### config.mk
export PLATFORM = sky130hd
export DESIGN_NAME = wb_arbiter_flat
export DESIGN_NICKNAME = d
export VERILOG_FILES = /design/src/rtl/wb_arbiter_if.sv /design/src/rtl/wb_arbiter.sv /design/src/flat_wrapper.sv
export SDC_FILE = /design/constraint.sdc
export NUM_CORES = 1
export LEC_CHECK = 0
export ABC_CLOCK_PERIOD_IN_PS = 2720
export BUFFER_PORTS_ARGS = -buffer_cell sky130_fd_sc_hd__buf_2
export CORE_ASPECT_RATIO = 0.5
export CORE_UTILIZATION = 30
export CTS_CLUSTER_DIAMETER = 40
export DETAILED_ROUTE_END_ITERATION = 8
export PLACE_DENSITY_LB_ADDON = 0.15
export REMOVE_ABC_BUFFERS = 1
export SLEW_MARGIN = 20
export SYNTH_ARGS = -nofsm -noshare
export SYNTH_HDL_FRONTEND = slang
export SYNTH_SLANG_ARGS = --single-unit
### constraint.sdc
create_clock -name CLK -period 2.72 [get_ports CLK]
set_input_delay 0.136 -clock CLK [delete_from_list [all_inputs] [get_ports CLK]]
set_output_delay 0.136 -clock CLK [all_outputs]
set_load 0.03 [all_outputs]
### src/rtl/wb_arbiter_if.sv
// wb_arbiter_if: writeback bus bundle for pipeline, long-latency unit
// and register-file write port; slave = arbiter, master = surroundings.
interface wb_arbiter_if;
  logic        pipe_regwrite;
  logic [4:0]  pipe_wsel;
  logic [31:0] pipe_wdat;
  logic        lu_issue;
  logic [4:0]  lu_issue_wsel;
  logic        lu_valid;
  logic [4:0]  lu_wsel;
  logic [31:0] lu_wdat;
  logic        lu_ready;
  logic        wb_stall;
  logic [31:0] busy;
  logic        WEN;
  logic [4:0]  wsel;
  logic [31:0] wdat;

  modport slave (
    input  pipe_regwrite, pipe_wsel, pipe_wdat,
    input  lu_issue, lu_issue_wsel,
    input  lu_valid, lu_wsel, lu_wdat,
    output lu_ready, wb_stall, busy,
    output WEN, wsel, wdat
  );

  modport master (
    output pipe_regwrite, pipe_wsel, pipe_wdat,
    output lu_issue, lu_issue_wsel,
    output lu_valid, lu_wsel, lu_wdat,
    input  lu_ready, wb_stall, busy,
    input  WEN, wsel, wdat
  );
endinterface

### src/rtl/wb_arbiter.sv
// wb_arbiter: writeback arbiter, pipeline vs long-latency skid FIFO.
// Define WB_STARVE_EN to enable the starvation guard (wb_stall).
module wb_arbiter #(
  parameter int LU_DEPTH     = 2,
  parameter int STARVE_LIMIT = 4
) (
  input logic         CLK,
  input logic         nRST,
  wb_arbiter_if.slave bus
);
  localparam int AW = (LU_DEPTH > 1) ? $clog2(LU_DEPTH) : 1;
  localparam int CW = AW + 1;

  logic [4:0]    fifo_wsel [LU_DEPTH];
  logic [31:0]   fifo_wdat [LU_DEPTH];
  logic [AW-1:0] rd_ptr, wr_ptr;
  logic [CW-1:0] count;
  logic          empty, full;
  logic          push, pop, sel_pipe, stall;
  logic [4:0]    head_wsel;
  logic [31:0]   head_wdat;
  logic [31:0]   busy_q, busy_d;
  logic          wen_q;
  logic [4:0]    wsel_q;
  logic [31:0]   wdat_q;

  assign empty     = count == '0;
  assign full      = count == CW'(LU_DEPTH);
  assign push      = bus.lu_valid && !full;
  assign sel_pipe  = !stall && bus.pipe_regwrite;
  assign pop       = !sel_pipe && !empty;
  assign head_wsel = fifo_wsel[rd_ptr];
  assign head_wdat = fifo_wdat[rd_ptr];

  always_ff @(posedge CLK) begin
    if (push) begin
      fifo_wsel[wr_ptr] <= bus.lu_wsel;
      fifo_wdat[wr_ptr] <= bus.lu_wdat;
    end
  end

  always_ff @(posedge CLK or negedge nRST) begin
    if (!nRST) begin
      rd_ptr <= '0;
      wr_ptr <= '0;
      count  <= '0;
    end else begin
      if (push) wr_ptr <= wr_ptr + AW'(1);
      if (pop)  rd_ptr <= rd_ptr + AW'(1);
      unique case ({push, pop})
        2'b10:   count <= count + CW'(1);
        2'b01:   count <= count - CW'(1);
        default: count <= count;
      endcase
    end
  end

  // Set after clear so a same-cycle issue wins.
  always_comb begin
    busy_d = busy_q;
    if (pop) busy_d[head_wsel] = 1'b0;
    if (bus.lu_issue) busy_d[bus.lu_issue_wsel] = 1'b1;
    busy_d[0] = 1'b0;
  end

  always_ff @(posedge CLK or negedge nRST) begin
    if (!nRST) begin
      busy_q <= '0;
      wen_q  <= 1'b0;
      wsel_q <= '0;
      wdat_q <= '0;
    end else begin
      busy_q <= busy_d;
      unique case (1'b1)
        sel_pipe: begin
          wen_q  <= bus.pipe_wsel != '0;
          wsel_q <= bus.pipe_wsel;
          wdat_q <= bus.pipe_wdat;
        end
        pop: begin
          wen_q  <= head_wsel != '0;
          wsel_q <= head_wsel;
          wdat_q <= head_wdat;
        end
        default: wen_q <= 1'b0;
      endcase
    end
  end

`ifdef WB_STARVE_EN
  localparam int SW = $clog2(STARVE_LIMIT + 1);
  logic [SW-1:0] starve_q;

  assign stall = starve_q == SW'(STARVE_LIMIT);

  always_ff @(posedge CLK or negedge nRST) begin
    if (!nRST)             starve_q <= '0;
    else if (empty || pop) starve_q <= '0;
    else if (sel_pipe)     starve_q <= starve_q + SW'(1);
  end
`else
  // Guard absent: FIFO drains only when the pipeline is idle.
  assign stall = 1'b0 && (STARVE_LIMIT > 0);
`endif

  assign bus.lu_ready = !full;
  assign bus.wb_stall = stall;
  assign bus.busy     = busy_q;
  assign bus.WEN      = wen_q;
  assign bus.wsel     = wsel_q;
  assign bus.wdat     = wdat_q;
endmodule

### src/flat_wrapper.sv
// flat-port wrapper written by rule: the top's interface ports become plain ports
module wb_arbiter_flat 
#(
  parameter int LU_DEPTH     = 2,
  parameter int STARVE_LIMIT = 4
)
  (CLK, nRST, bus_pipe_regwrite, bus_pipe_wsel, bus_pipe_wdat, bus_lu_issue, bus_lu_issue_wsel, bus_lu_valid, bus_lu_wsel, bus_lu_wdat, bus_lu_ready, bus_wb_stall, bus_busy, bus_WEN, bus_wsel, bus_wdat);
  wb_arbiter_if bus_i ();
  input logic CLK;
  input logic nRST;
  input wire logic [$bits(bus_i.pipe_regwrite)-1:0] bus_pipe_regwrite;
  input wire logic [$bits(bus_i.pipe_wsel)-1:0] bus_pipe_wsel;
  input wire logic [$bits(bus_i.pipe_wdat)-1:0] bus_pipe_wdat;
  input wire logic [$bits(bus_i.lu_issue)-1:0] bus_lu_issue;
  input wire logic [$bits(bus_i.lu_issue_wsel)-1:0] bus_lu_issue_wsel;
  input wire logic [$bits(bus_i.lu_valid)-1:0] bus_lu_valid;
  input wire logic [$bits(bus_i.lu_wsel)-1:0] bus_lu_wsel;
  input wire logic [$bits(bus_i.lu_wdat)-1:0] bus_lu_wdat;
  output wire logic [$bits(bus_i.lu_ready)-1:0] bus_lu_ready;
  output wire logic [$bits(bus_i.wb_stall)-1:0] bus_wb_stall;
  output wire logic [$bits(bus_i.busy)-1:0] bus_busy;
  output wire logic [$bits(bus_i.WEN)-1:0] bus_WEN;
  output wire logic [$bits(bus_i.wsel)-1:0] bus_wsel;
  output wire logic [$bits(bus_i.wdat)-1:0] bus_wdat;
  assign bus_i.pipe_regwrite = bus_pipe_regwrite;
  assign bus_i.pipe_wsel = bus_pipe_wsel;
  assign bus_i.pipe_wdat = bus_pipe_wdat;
  assign bus_i.lu_issue = bus_lu_issue;
  assign bus_i.lu_issue_wsel = bus_lu_issue_wsel;
  assign bus_i.lu_valid = bus_lu_valid;
  assign bus_i.lu_wsel = bus_lu_wsel;
  assign bus_i.lu_wdat = bus_lu_wdat;
  assign bus_lu_ready = bus_i.lu_ready;
  assign bus_wb_stall = bus_i.wb_stall;
  assign bus_busy = bus_i.busy;
  assign bus_WEN = bus_i.WEN;
  assign bus_wsel = bus_i.wsel;
  assign bus_wdat = bus_i.wdat;
  wb_arbiter #(.LU_DEPTH(LU_DEPTH), .STARVE_LIMIT(STARVE_LIMIT)) u_core (.CLK(CLK), .nRST(nRST), .bus(bus_i));
endmodule
==> impl_metrics.json <==
{
  "wl_um": 16800,
  "port_buffers": 153,
  "place.gp.congestion": 0.782,
  "timing.critical_path.to_type": "flop",
  "post_synth_main_area_contributors": "edfxtp_1, dfrtp_1, mux2_2, mux2i_1, a32oi_1",
  "drt_first_iter_violations": 226,
  "route.detailed.vias_per_inst": 4.70,
  "seq_power_share_pct": 39.6,
  "synthDominantCellAreaShare_pct": 34.9,
  "max-vdd-ir-drop_v": 0.000485,
  "layout_common_cells": "buf_2, dlygate4sd3_1, edfxtp_1",
  "min_delay_path_depth": 3,
  "criticalPathCategory": "reg -> reg",
  "cts_tree": "built",
  "worst-endpoint-arrival_ps": 2310,
  "timing.hold.ws_ps": 108,
  "detailedRoute.firstPassIterationCount": 4,
  "cts_hold_repair_buffers": 75,
  "worst_slew_pin_slew_ps": 865,
  "final_net_count": 789,
  "detailroute.via_count": 4657,
  "synth_area_per_cell_um2": 13.4,
  "wire_length_per_cell_after_detailed_routing_um": 16.9,
  "yosysSeqAreaShare_pct": 63.7,
  "cellPowerDensity_mw_per_mm2": 930,
  "total_switching_power_mw": 2.91,
  "antenna_cells_inserted": 0,
  "globalRouteTotalUtil_pct": 15.9,
  "die_height_um": 105,
  "achievable-frequency_mhz": 492,
  "final-max-slew-violation-count": 0,
  "synth-seq-cells": 147,
  "first_global_vias": 4668,
  "clk_latency_ps": 420,
  "power.switching_fraction_pct": 35.8,
  "cts.path.max_buffers": 2,
  "synthesis.area_mm2": 0.00636,
  "worstReg2RegStart": "u_core.rd_ptr",
  "fin_total_pwr_mw": 8.13,
  "top_level_ports": 156,
  "min_path_type": "in -> reg",
  "regToRegSetupSlack_ps": 690,
  "first_pass_grt_wire_length_um": 26400,
  "combPwrFrac_pct": 32.1,
  "regToRegEndpoint": "u_core.bus.wdat[6]",
  "level_count_of_the_clock_h_tree": 4,
  "hold_crit_endpoint": "u_core.wr_ptr",
  "antenna_found_initial": 0,
  "p_int_mw": 5.21,
  "cts_root_buf": "clkbuf_16",
  "clock-skew-final_ps": 8.30,
  "cap_viol_max_count": 0,
  "final-setup-viol-count": 0,
  "post-route-drc-count": 0,
  "floorplan.die.width_um": 208,
  "grt_setup_unrepaired": "no",
  "p_clk_share_pct": 28.3,
  "pre_cts_ws_ps": 648,
  "cts_post_setup_buffers_inserted": 0,
  "antenna_left": 0,
  "min_period_ps": 2030,
  "critPathMaxFanout": 37,
  "layout-drive-gt1-share_pct": 34.2,
  "p_leak_nw": 3.63,
  "starting_utilization_of_the_core_area_pct": 30.8,
  "area_added_between_synthesis_and_finish_pct": 37.4,
  "die-area_mm2": 0.0218,
  "yosys_warnings": 0,
  "numCtsBuffers": 17,
  "final_hold_viol_count": 0,
  "floorplan.rows": 37,
  "largest_net_degree_at_the_start_of_global_routing": 76,
  "postLayoutSetupSlackWorst_ps": 688,
  "grt_remaining_overflow": 0,
  "clock_net_sink_count": 147,
  "clk_transition_reported_paths_ps": 70,
  "cts_resized": 0,
  "post-synth-top-area-cell": "edfxtp_1",
  "most_common_library_cell_in_the_layout_ignoring_fill_and_taps": "buf_2",
  "run_status": "completed",
  "layout_worst_path_cycle_share_pct": 74.7,
  "synth_cell_type_count": 42,
  "worstHoldStart": "bus_lu_valid",
  "r2r.worst_path.cells": 4,
  "crit_path_start_kind": "flop",
  "dp_hpwl_um": 10900,
  "worst_relative_slew_slack_pct": 42.2,
  "postSynthCellCount": 475,
  "core_footprint_mm2": 0.0206,
  "worst-endpoint-required_ps": 2990
}
[per-layer routing]
layer	up-vias	share of wire (%)	global-route usage, %
met4	0	1.2	5.13
li1	2228	-	-
met5	-	0	0
met3	17	4.3	3.76
met1	2304	45	20.8
met2	108	50	26.2
[how the worst max path moves through the flow]
stage	start	slack [ps]	end
finish	u_core.rd_ptr	690	u_core.bus.wdat[6]
global route	u_core.rd_ptr	490	u_core.bus.wdat[30]
CTS	u_core.rd_ptr	640	u_core.bus.wdat[11]
detailed placement	u_core.rd_ptr	650	u_core.bus.wdat[28]
global placement	u_core.rd_ptr	680	u_core.bus.wdat[27]
floorplan	u_core.count[0]	-270	u_core.fifo_wdat[0][0]
[through the flow]
step	util (%)	cells	setup TNS, ps	instance area (µm²)
detailed placement	35.8	883	0	7400
floorplan	-	448	-9850	6200
finish	42.3	990	0	8740
global placement	35.8	883	0	7400
global route	42.3	990	0	8740
CTS	42.3	990	0	8740
[power groups by stage]
| stage | clock network [mW] | logic [mW] | registers, mW |
|---|---|---|---|
| 2_1_floorplan | 0 | 1.34 | 3.64 |
| 6_report | 2.30 | 2.61 | 3.22 |
| 4_1_cts | 2.38 | 2.65 | 3.23 |
| 3_3_place_gp | 0 | 2.55 | 3.26 |
| 3_5_place_dp | 0 | 2.56 | 3.27 |
| 5_1_grt | 2.46 | 2.83 | 3.29 |
[layout make-up]
cell class | instances | area (µm²)
fillers | 1989 | 11900
flip-flops and latches | 147 | 4050
multi-input cells | 269 | 2040
repair buffers | 237 | 1600
clock buffers | 17 | 425
well taps | 273 | 342
clock inverters | 15 | 163
inverters | 32 | 120
[state kept, by name, indices dropped and copies added, names as in the netlist]
register          cells
u_core.bus.busy      31
u_core.bus.wdat      32
u_core.rd_ptr         1
u_core.bus.WEN        1
u_core.fifo_wsel     10
u_core.count          2
u_core.bus.wsel       5
u_core.fifo_wdat     64
u_core.wr_ptr         1
[cells in the mapped netlist (all sizes together)]
cell    number
edfxtp      74
and2         1
and4         1
a32oi       31
buf         21
xnor2        4
nor4b        1
nand2       39
nand3b       6
nand3        2
a22oi        1
nand2b       1
o221ai       1
inv         32
nor2         4
and3         1
or4          2
or4b         1
mux2        37
and4b        3
clkbuf       7
or3b         6
or3          2
ha           1
nor4bb       3
mux2i       37
o21bai       1
xor2         1
nor2b        2
conb         1
a211oi       9
o21ai       69
dfrtp       73
[cells by family after synthesis]
group	synth area share, %
AOI/OAI and AO/OA	11.7
xor gates and xnor gates	0.689
and+or+nand+nor	6.71
other	0.0590
buffers and inverters	4.43
muxes	12.5
adders and majority gates	0.197
DFF	63.7
[worst max-delay path, stage by stage, from the launching register on]
cell and delay (ps):
dfrtp_2 840, buf_4 440, mux2_2 380, mux2i_1 130, o21ai_0 90
(Power assumes the default switching activity.)
